**src/rtl/thiele_mau_pkg.sv**
```systemverilog
// Shared types and constants for the MDL request path into the MAU.
package thiele_mau_pkg;

    localparam logic [31:0] MDL_COST_INF = 32'hFFFF_FFFF;
    localparam int unsigned ID_W_DEFAULT = 6;

    typedef enum logic [1:0] {
        IDLE = 2'd0,
        REQ  = 2'd1,
        DROP = 2'd2
    } seq_state_e;

    typedef struct packed {
        logic [ID_W_DEFAULT-1:0] id;
        logic [31:0]             size;
        logic                    consistent;
    } mdl_req_t;

endpackage

```
**src/rtl/mdl_req_fifo.sv**
```systemverilog
// Synchronous FIFO for pending MDL requests; a push on full is accepted only alongside a pop.
module mdl_req_fifo #(
    parameter int unsigned DEPTH = 4,
    parameter int unsigned WIDTH = 39
) (
    input  logic                     clk_i,
    input  logic                     rst_i,
    input  logic                     push_i,
    input  logic [WIDTH-1:0]         wdata_i,
    input  logic                     pop_i,
    output logic [WIDTH-1:0]         rdata_o,
    output logic                     full_o,
    output logic                     empty_o,
    output logic [$clog2(DEPTH):0]   count_o
);

    localparam int unsigned PW = $clog2(DEPTH);
    localparam int unsigned CW = PW + 1;

    logic [WIDTH-1:0] mem_q [DEPTH];
    logic [PW-1:0]    wr_ptr_q, wr_ptr_d;
    logic [PW-1:0]    rd_ptr_q, rd_ptr_d;
    logic [CW-1:0]    count_q, count_d;
    logic             do_push, do_pop;

    assign full_o  = (count_q == CW'(DEPTH));
    assign empty_o = (count_q == '0);
    assign count_o = count_q;
    assign rdata_o = mem_q[rd_ptr_q];

    always_comb begin
        do_pop   = pop_i && !empty_o;
        do_push  = push_i && (!full_o || do_pop);
        wr_ptr_d = wr_ptr_q;
        rd_ptr_d = rd_ptr_q;
        count_d  = count_q;
        // Power-of-two depth: pointers wrap by natural overflow.
        if (do_push) begin
            wr_ptr_d = wr_ptr_q + PW'(1);
        end
        if (do_pop) begin
            rd_ptr_d = rd_ptr_q + PW'(1);
        end
        if (do_push && !do_pop) begin
            count_d = count_q + CW'(1);
        end else if (do_pop && !do_push) begin
            count_d = count_q - CW'(1);
        end
    end

    always_ff @(posedge clk_i) begin
        if (rst_i) begin
            wr_ptr_q <= '0;
            rd_ptr_q <= '0;
            count_q  <= '0;
        end else begin
            wr_ptr_q <= wr_ptr_d;
            rd_ptr_q <= rd_ptr_d;
            count_q  <= count_d;
        end
    end

    always_ff @(posedge clk_i) begin
        if (do_push) begin
            mem_q[wr_ptr_q] <= wdata_i;
        end
    end

endmodule

```
**src/rtl/mdl_req_sequencer.sv**
```systemverilog
// Queues MDL cost requests and issues them one at a time over the MAU 4-phase req/ack handshake.
module mdl_req_sequencer
    import thiele_mau_pkg::*;
#(
    parameter int unsigned DEPTH   = 4,
    parameter int unsigned TIMEOUT = 16,
    parameter int unsigned ID_W    = ID_W_DEFAULT
) (
    input  logic                    clk,
    input  logic                    rst,
    input  logic                    in_valid,
    output logic                    in_ready,
    input  logic [ID_W-1:0]         in_module_id,
    input  logic [31:0]             in_module_size,
    input  logic                    in_consistent,
    output logic                    mdl_req,
    output logic [ID_W-1:0]         module_id,
    output logic [31:0]             module_size,
    output logic                    module_consistent,
    input  logic                    mdl_ack,
    input  logic [31:0]             mdl_cost,
    input  logic [31:0]             total_mu,
    input  logic                    mau_error,
    output logic                    resp_valid,
    input  logic                    resp_ready,
    output logic [ID_W-1:0]         resp_module_id,
    output logic [31:0]             resp_cost,
    output logic [31:0]             resp_total_mu,
    output logic                    resp_err,
    output logic                    resp_timeout,
    output logic [$clog2(DEPTH):0]  pending,
    output logic                    timeout_sticky
);

    localparam int unsigned CNT_W = $clog2(TIMEOUT);
    localparam int unsigned EW    = ID_W + 33;

    seq_state_e       state_q, state_d;
    logic [CNT_W-1:0] cnt_q, cnt_d;
    logic             mdl_req_q, mdl_req_d;
    logic [ID_W-1:0]  module_id_q, module_id_d;
    logic [31:0]      module_size_q, module_size_d;
    logic             module_consistent_q, module_consistent_d;
    logic             resp_valid_q, resp_valid_d;
    logic [ID_W-1:0]  resp_module_id_q, resp_module_id_d;
    logic [31:0]      resp_cost_q, resp_cost_d;
    logic [31:0]      resp_total_mu_q, resp_total_mu_d;
    logic             resp_err_q, resp_err_d;
    logic             resp_timeout_q, resp_timeout_d;
    logic             timeout_sticky_q, timeout_sticky_d;

    logic             fifo_full, fifo_empty, pop;
    logic [EW-1:0]    head;

    mdl_req_fifo #(
        .DEPTH (DEPTH),
        .WIDTH (EW)
    ) u_fifo (
        .clk_i   (clk),
        .rst_i   (rst),
        .push_i  (in_valid && in_ready),
        .wdata_i ({in_module_id, in_module_size, in_consistent}),
        .pop_i   (pop),
        .rdata_o (head),
        .full_o  (fifo_full),
        .empty_o (fifo_empty),
        .count_o (pending)
    );

    assign in_ready = !fifo_full;

    // Only issue once the response slot is free (or being freed) and the MAU has returned to zero.
    assign pop = (state_q == IDLE) && !fifo_empty && !mdl_ack &&
                 (!resp_valid_q || resp_ready);

    always_comb begin
        state_d             = state_q;
        cnt_d               = cnt_q;
        mdl_req_d           = mdl_req_q;
        module_id_d         = module_id_q;
        module_size_d       = module_size_q;
        module_consistent_d = module_consistent_q;
        resp_valid_d        = resp_valid_q;
        resp_module_id_d    = resp_module_id_q;
        resp_cost_d         = resp_cost_q;
        resp_total_mu_d     = resp_total_mu_q;
        resp_err_d          = resp_err_q;
        resp_timeout_d      = resp_timeout_q;
        timeout_sticky_d    = timeout_sticky_q;

        if (resp_valid_q && resp_ready) begin
            resp_valid_d = 1'b0;
        end

        case (state_q)
            IDLE: begin
                if (pop) begin
                    {module_id_d, module_size_d, module_consistent_d} = head;
                    mdl_req_d = 1'b1;
                    cnt_d     = '0;
                    state_d   = REQ;
                end
            end
            REQ: begin
                if (mdl_ack) begin
                    resp_valid_d     = 1'b1;
                    resp_module_id_d = module_id_q;
                    resp_cost_d      = mdl_cost;
                    resp_total_mu_d  = total_mu;
                    resp_err_d       = mau_error;
                    resp_timeout_d   = 1'b0;
                    mdl_req_d        = 1'b0;
                    state_d          = DROP;
                end else if (cnt_q == CNT_W'(TIMEOUT - 1)) begin
                    resp_valid_d     = 1'b1;
                    resp_module_id_d = module_id_q;
                    resp_cost_d      = MDL_COST_INF;
                    resp_total_mu_d  = total_mu;
                    resp_err_d       = 1'b1;
                    resp_timeout_d   = 1'b1;
                    timeout_sticky_d = 1'b1;
                    mdl_req_d        = 1'b0;
                    state_d          = DROP;
                end else begin
                    cnt_d = cnt_q + CNT_W'(1);
                end
            end
            DROP: begin
                if (!mdl_ack) begin
                    state_d = IDLE;
                end
            end
            default: begin
                mdl_req_d = 1'b0;
                state_d   = IDLE;
            end
        endcase
    end

    always_ff @(posedge clk) begin
        if (rst) begin
            state_q             <= IDLE;
            cnt_q               <= '0;
            mdl_req_q           <= 1'b0;
            module_id_q         <= '0;
            module_size_q       <= '0;
            module_consistent_q <= 1'b0;
            resp_valid_q        <= 1'b0;
            resp_module_id_q    <= '0;
            resp_cost_q         <= '0;
            resp_total_mu_q     <= '0;
            resp_err_q          <= 1'b0;
            resp_timeout_q      <= 1'b0;
            timeout_sticky_q    <= 1'b0;
        end else begin
            state_q             <= state_d;
            cnt_q               <= cnt_d;
            mdl_req_q           <= mdl_req_d;
            module_id_q         <= module_id_d;
            module_size_q       <= module_size_d;
            module_consistent_q <= module_consistent_d;
            resp_valid_q        <= resp_valid_d;
            resp_module_id_q    <= resp_module_id_d;
            resp_cost_q         <= resp_cost_d;
            resp_total_mu_q     <= resp_total_mu_d;
            resp_err_q          <= resp_err_d;
            resp_timeout_q      <= resp_timeout_d;
            timeout_sticky_q    <= timeout_sticky_d;
        end
    end

    assign mdl_req           = mdl_req_q;
    assign module_id         = module_id_q;
    assign module_size       = module_size_q;
    assign module_consistent = module_consistent_q;
    assign resp_valid        = resp_valid_q;
    assign resp_module_id    = resp_module_id_q;
    assign resp_cost         = resp_cost_q;
    assign resp_total_mu     = resp_total_mu_q;
    assign resp_err          = resp_err_q;
    assign resp_timeout      = resp_timeout_q;
    assign timeout_sticky    = timeout_sticky_q;

endmodule

```
**config.mk**
```make
export PLATFORM = sky130hd
export DESIGN_NAME = mdl_req_sequencer
export DESIGN_NICKNAME = d
export VERILOG_FILES = /design/src/rtl/thiele_mau_pkg.sv /design/src/rtl/mdl_req_fifo.sv /design/src/rtl/mdl_req_sequencer.sv
export SDC_FILE = /design/constraint.sdc
export NUM_CORES = 1
export LEC_CHECK = 0
export BUFFER_PORTS_ARGS = -buffer_cell sky130_fd_sc_hd__buf_2
export CORE_MARGIN = 1
export CORE_UTILIZATION = 58
export CTS_CLUSTER_DIAMETER = 50
export DETAILED_ROUTE_END_ITERATION = 7
export PLACE_DENSITY = 0.92
export SETUP_SLACK_MARGIN = 0.4
export SLEW_MARGIN = 25
export SYNTH_ARGS = -nofsm -noshare
export SYNTH_HDL_FRONTEND = slang
export SYNTH_SLANG_ARGS = --single-unit
```
**constraint.sdc**
```tcl
create_clock -name clk -period 4.65 [get_ports clk]
set_input_delay 0.6975 -clock clk [delete_from_list [all_inputs] [get_ports clk]]
set_output_delay 0.6975 -clock clk [all_outputs]
set_load 0.1 [all_outputs]
```
==> qor.txt, run 1 <==
GPL Wtd Cong - 0.8894
Top_reg_cell synth - edfxtp_1
Post_cts resized - 0
Critical path arrival - 3.05 ns
Antenna Nets Post-Route - 0
Fin. Hold Viols - 0
Hold-fix buffers at CTS - 0
Core region area - 17180 µm²
Layout cell share with drive strength beyond 1 - 34.96%
Synthesis-stage register bit count - 283
Period minus WS final - 2.596 ns
Worst-skew pair later-pin latency - 0.54 ns
DR DRC count - 0
Cell Area, Synth - 10160 µm²
Total global-route track usage - 24.39%
Pleak - 4.802 nW
Max Cap Viol - 0
Final setup vio count - 0
Yosys top cell by area - edfxtp_1
Drt first-iter violations - 423
CP cell instances - or3_4, and4b_1, inv_1, ha_1, inv_1, fa_1, xor2_1, or3_1, a21oi_1
Area contributors post-synth - edfxtp_1, dfxtp_1, mux4_2
Final nets - 1035
Max clock buf depth - 3
Die W - 134.4 µm
Critical path required time - 5.10 ns
Yosys cell types - 38
Via Count - 6507
Sequential fraction of the synthesis area - 71.11%
Status - complete, no violations
Gate Count Post-Synth - 708
Ports - 227
Port Buf Inserts - 226
WL/cell - 18.99 µm
Synth-to-layout area growth - 21.58%
Worst min path class - in2reg
Worst VDD drop - 512.4 µV
Post-synth top cells - edfxtp_1, dfxtp_1, nand2_1
Worst path slowest cell - or3_4
Clock Root Buffer - clkbuf_16
Ys async rst share - 0%
Clk sinks - 283
Avg Cell Area, Syn - 14.36 µm²
Clock skew - 0.02536 ns
Relative slew slack - 28.81%
Gr ovfl total - 0
Fill cells - 1098
Ys Warns - 0
PwrDens - 646.0 nW/µm²
Die Y - 134.4 µm
Setup CP Type - reg2reg
Post-CTS setup buffers - 0
Std-Cell Rows - 48
EDFF count, synth - 156
Largest net degree at the start of global routing - 74
DR vias/cell - 5.566
Initial core utilization - 59.17%
Hpwl dp - 14010 µm
Most frequent cell on the critical path - inv_1
CTS tree - built
Fmax - 385.2 MHz
Initial antenna violation count - 4
Period utilization - 55.82%
Crit path launch type - flop
H-tree depth - 1
Worst Max-Slew Pin Slew - 1.068 ns
Setup TNS - 0 ns
Delay of the slowest critical-path stage - 0.41 ns
Max FO, Critical Path - 7
Synth Net Count - 824
CTS buffer count - 28
Number of global-route vias before repair - 6403
Crit end category - flop
Yosys top cell area share - 46.09%
Fin util - 71.94%
Most instantiated library cell after synthesis - edfxtp_1
RSZ-0062 raised after global routing - no
Global-route wire length before repair - 33470 µm
Final Max Slew Viols - 0
Detailed Routing Iterations Pass 1 - 4
Clock Pin Slew Worst Setup and Hold Paths - 0.06 ns
Die footprint - 18060 µm²
Routed WL - 22200 µm
-- placed cells by master, fill, tap and decap left out, types with 4 or more instances in the layout --
master and n:
a21oi_1 47, buf_4 5, clkbuf_16 31, edfxtp_1 156, nand2_1 80, ha_1 6
and2_4 4, mux4_2 39, nor3_1 69, inv_1 5, clkbuf_1 4, dfxtp_1 125
clkinv_2 6, nor2_1 46, clkinv_1 4, buf_2 225, a22o_1 39
-- through the flow --
stage	total power, mW	instance area, µm²	hold WS, ns	instances	setup WS (ns)
2_1_floorplan	5.353	10160	0.4658	708	1.656
6_report	7.983	12360	0.3637	1169	2.054
4_1_cts	8.038	12340	0.3487	1166	2.057
3_5_place_dp	5.820	11410	0.4430	1114	1.844
5_1_grt	8.270	12350	0.3537	1168	1.893
3_3_place_gp	5.746	11410	0.4398	1114	1.987
-- per-layer routing --
layer | routed length [µm] | global-route usage (%)
met4 | 603 | 8.552
met1 | 8366 | 28.56
met5 | 23 | 0
met2 | 11540 | 43.87
met3 | 1666 | 5.745
-- registers in the layout, indices dropped and copies added (netlist names), 2 cells and up --
name	flops
cnt_q	4
u_fifo.mem_q	156
module_size	32
u_fifo.count_o	3
resp_total_mu	32
u_fifo.rd_ptr_q	2
resp_module_id	6
module_id	6
state_q	2
u_fifo.wr_ptr_q	2
resp_cost	32
-- worst max-delay path, delay by kind of cell, from the launching register on --
| kind | cells | cell delay [ns] |
|---|---|---|
| xor+xnor | 1 | 0.17 |
| simple gates | 3 | 1.07 |
| compound gates | 1 | 0.16 |
| buf+inv | 2 | 0.20 |
| fa+ha+maj | 2 | 0.58 |
| flops | 1 | 0.35 |
-- cells by family after synthesis --
| logic type | after synthesis | share of synthesized area (%) |
|---|---|---|
| and+or+nand+nor | 221 | 9.849 |
| muxes | 41 | 8.839 |
| xor gates and xnor gates | 4 | 0.3448 |
| adders and majority gates | 7 | 0.9356 |
| DFF | 283 | 71.11 |
| buffers and inverters | 54 | 2.462 |
| AOI/OAI and AO/OA | 98 | 6.463 |
-- final timing paths --
| kind | end | depth (start not counted) | start | slack (ns) |
|---|---|---|---|---|
| setup / recovery | u_fifo.count_o[2] | 9 | u_fifo.count_o[2] | 2.05 |
| setup reg to reg | u_fifo.count_o[2] | 9 | u_fifo.count_o[2] | 2.05 |
| hold / removal | u_fifo.mem_q[1][17] | 1 | in_module_size[16] | 0.36 |
| hold reg to reg | resp_module_id[2] | 2 | resp_module_id[2] | 0.45 |
-- area by class of cell --
type | count | area [µm²] | share of cell area (%)
Sequential cell | 283 | 7232 | 58.53
Multi-Input combinational cell | 371 | 2721 | 22.02
Timing Repair Buffer | 230 | 1164 | 9.417
Clock buffer | 37 | 818.3 | 6.622
Tap cell | 225 | 281.5 | 2.278
Clock inverter | 15 | 113.9 | 0.9214
Inverter | 5 | 18.77 | 0.1519
Antenna cell | 3 | 7.507 | 0.06075
-- where the power goes --
group / switching (mW) / total [mW] / internal, mW
combinational: 1.86 / 2.48 / 0.625
clock: 0.923 / 2.22 / 1.30
sequential: 0.278 / 3.28 / 3.00
total: 3.06 / 7.98 / 4.92
(Power assumes the default switching activity.)
==> inputs of run 2 (changes only) <==
CORE_UTILIZATION = 54   (was 58)
PLACE_DENSITY = 0.87   (was 0.92)
clock period = 2.6 ns   (was 4.65 ns; I/O delays follow)
==> qor.txt, run 2 (synthesis results as in run 1) <==
Hold-fix buffers at CTS - 0 (unchanged)
Worst VDD drop - 881.2 µV (+72%)
Fill cells - 1222 (+11%)
Antenna fix cells - 0 (-3)
Period minus WS final - 2.211 ns (-0.3850 ns)
CP cell instances - or3_4, and4b_2, inv_4, ha_4, inv_2, fa_2, xor2_1, or3_1, a21oi_2
Synth-to-layout area growth - 23.54%
DR DRC count - 25 (+25)
Failing checks - design-rule violations
GPL Wtd Cong - 0.7955 (-11%)
DR vias/cell - 5.466 (-1.8%)
Hpwl dp - 13850 µm (-1.1%)
Area of the multi-input gates - 2738 µm² (+0.60%)
Commonest non-fill, non-tap cell in the layout - buf_2
Setup TNS - 0 ns (unchanged)
Global-route wire length before repair - 34100 µm (+1.9%)
WP buf/inv - 2 (unchanged)
Die W - 139.2 µm (+3.6%)
CTS buffer count - 29 (+3.6%)
Period utilization - 85.03% (+29 points)
Setup CP Type - reg2reg
Placement Setup Slack - 0.3449 ns (-1.499 ns)
Gr ovfl total - 0 (unchanged)
Delay of the slowest critical-path stage - 0.39 ns (-0.02 ns)
Core region area - 18210 µm² (+6.0%)
Placed cell areas - 11600 µm² (+1.7%)
Initial antenna violation count - 0 (-4)
Clk sinks - 283 (unchanged)
Worst-skew pair later-pin latency - 0.55 ns (about the same)
Port Buf Inserts - 226 (unchanged)
Most frequent cells in the layout - buf_2, edfxtp_1, dfxtp_1, nand2_1, nor3_1
Die footprint - 19370 µm² (+7.3%)
NetSw - 5.501 mW (+80%)
Ports - 227 (unchanged)
Fmax - 452.3 MHz (+17%)
Crit path launch type - flop
Final worst setup slack - 0.3892 ns (-1.665 ns)
Worst Max-Slew Pin Slew - 0.7220 ns (-0.3459 ns)
Flip-flop count of the largest register after layout - 156 (unchanged)
Final nets - 1051 (+1.5%)
Final setup vio count - 0 (unchanged)
Clock Root Buffer - clkbuf_16
Pint - 8.973 mW (+82%)
Via Count - 6488 (-0.29%)
Critical path required time - 3.06 ns (-2.04 ns)
Clock Pin Slew Worst Setup and Hold Paths - 0.06 ns (about the same)
Worst min path class - in2reg
WL/cell - 18.49 µm (-2.6%)
Routed WL - 21950 µm (-1.1%)
Clock skew - 0.02253 ns (-0.002833 ns)
Fin. Hold Viols - 0 (unchanged)
Pleak - 4.893 nW (+1.9%)
Die Y - 139.2 µm (+3.6%)
Std-Cell Rows - 49 (+2.1%)
Initial core utilization - 55.82% (-3.4 points)
FF+latch area - 7247 µm² (+0.21%)
H-tree depth - 1 (unchanged)
Max Cap Viol - 0 (unchanged)
Status - finished with violations
Worst hold slack - 0.04750 ns (-0.3162 ns)
Number of global-route vias before repair - 6509 (+1.7%)
Fin util - 68.95% (-3.0 points)
Final Max Slew Viols - 0 (unchanged)
Total global-route track usage - 22.83% (-1.6 points)
Post-route cell area - 12560 µm² (+1.6%)
RSZ-0062 raised after global routing - yes
Critical path arrival - 2.67 ns (-0.38 ns)
Layout cell share with drive strength beyond 1 - 36.85% (+1.9 points)
Relative slew slack - 51.87% (+23 points)
Drt first-iter violations - 333 (-21%)
Max FO, Critical Path - 3 (-4)
Most flops, register - u_fifo.mem_q
Seq pwr share - 39.7% (-1.4 points)
Max clock buf depth - 3 (unchanged)
Crit end category - flop
Detailed Routing Iterations Pass 1 - 8 (+4)
PwrDens - 1153 nW/µm² (+78%)
Antenna Nets Post-Route - 0 (unchanged)
Largest delay contributor family on the critical path - simple AND/OR/NAND/NOR gates
CTS tree - built
Power share of the combinational group - 32.6% (+1.5 points)
Clock power frac - 27.7% (about the same)
Largest net degree at the start of global routing - 71 (-4.1%)
Worst path slowest cell - or3_4
Net Sw Frac - 38.01% (-0.32 points)
run 2: changes by cell type in the layout (fill, tap and decap cells not counted), sizes merged:
cell / before / now
clkbuf: 37 / 40
clkinv: 11 / 9
diode: 3 / 0
buf: 230 / 245
bufinv: 1 / 2
run 2: through the flow:
step,cells,total power [mW]
2_1_floorplan,708,9.613
3_3_place_gp,1131,10.44
3_5_place_dp,1131,10.55
4_1_cts,1187,14.59
5_1_grt,1187,15.01
6_report,1187,14.47
run 2: worst paths after layout:
kind,startpoint,end,slack [ns],cells after the start
min,in_module_size[26],u_fifo.mem_q[2][27],0.05,1
max reg2reg,u_fifo.count_o[1],u_fifo.count_o[2],0.39,9
min reg2reg,resp_total_mu[8],resp_total_mu[8],0.45,2
max,u_fifo.count_o[1],u_fifo.count_o[2],0.39,9
run 2: per-layer routing:
metal | share of wire, % | wire, µm | GRT usage (%)
met5 | 0 | 0 | 0
met4 | 2.3 | 514 | 7.018
met3 | 6.9 | 1523 | 5.525
met2 | 52 | 11490 | 41.79
met1 | 38 | 8426 | 26.40
run 2: area by class of cell:
class	instances	area share [%]
flip-flops and latches	283	57.72
multi-input cells	371	21.80
clock inverters	14	1.106
clock buffers	40	6.358
repair buffers	245	10.56
well taps	229	2.282
inverters	5	0.1694
run 2: power by group through the flow:
stage          combinational (mW)  clock [mW]  sequential (mW)
5_1_grt                      4.95        4.25             5.82
2_1_floorplan                1.66           0             7.95
3_3_place_gp                 4.61           0             5.83
4_1_cts                      4.75        4.08             5.76
6_report                     4.72        4.01             5.74
3_5_place_dp                 4.69           0             5.85
run 2: what timing repair did:
item                                    CTS  global route
gates resized for setup                   0             2
pin swaps                                 1             1
cloned                                    0             0
endpoints found under the setup margin    1             1
buffers inserted                          2             0
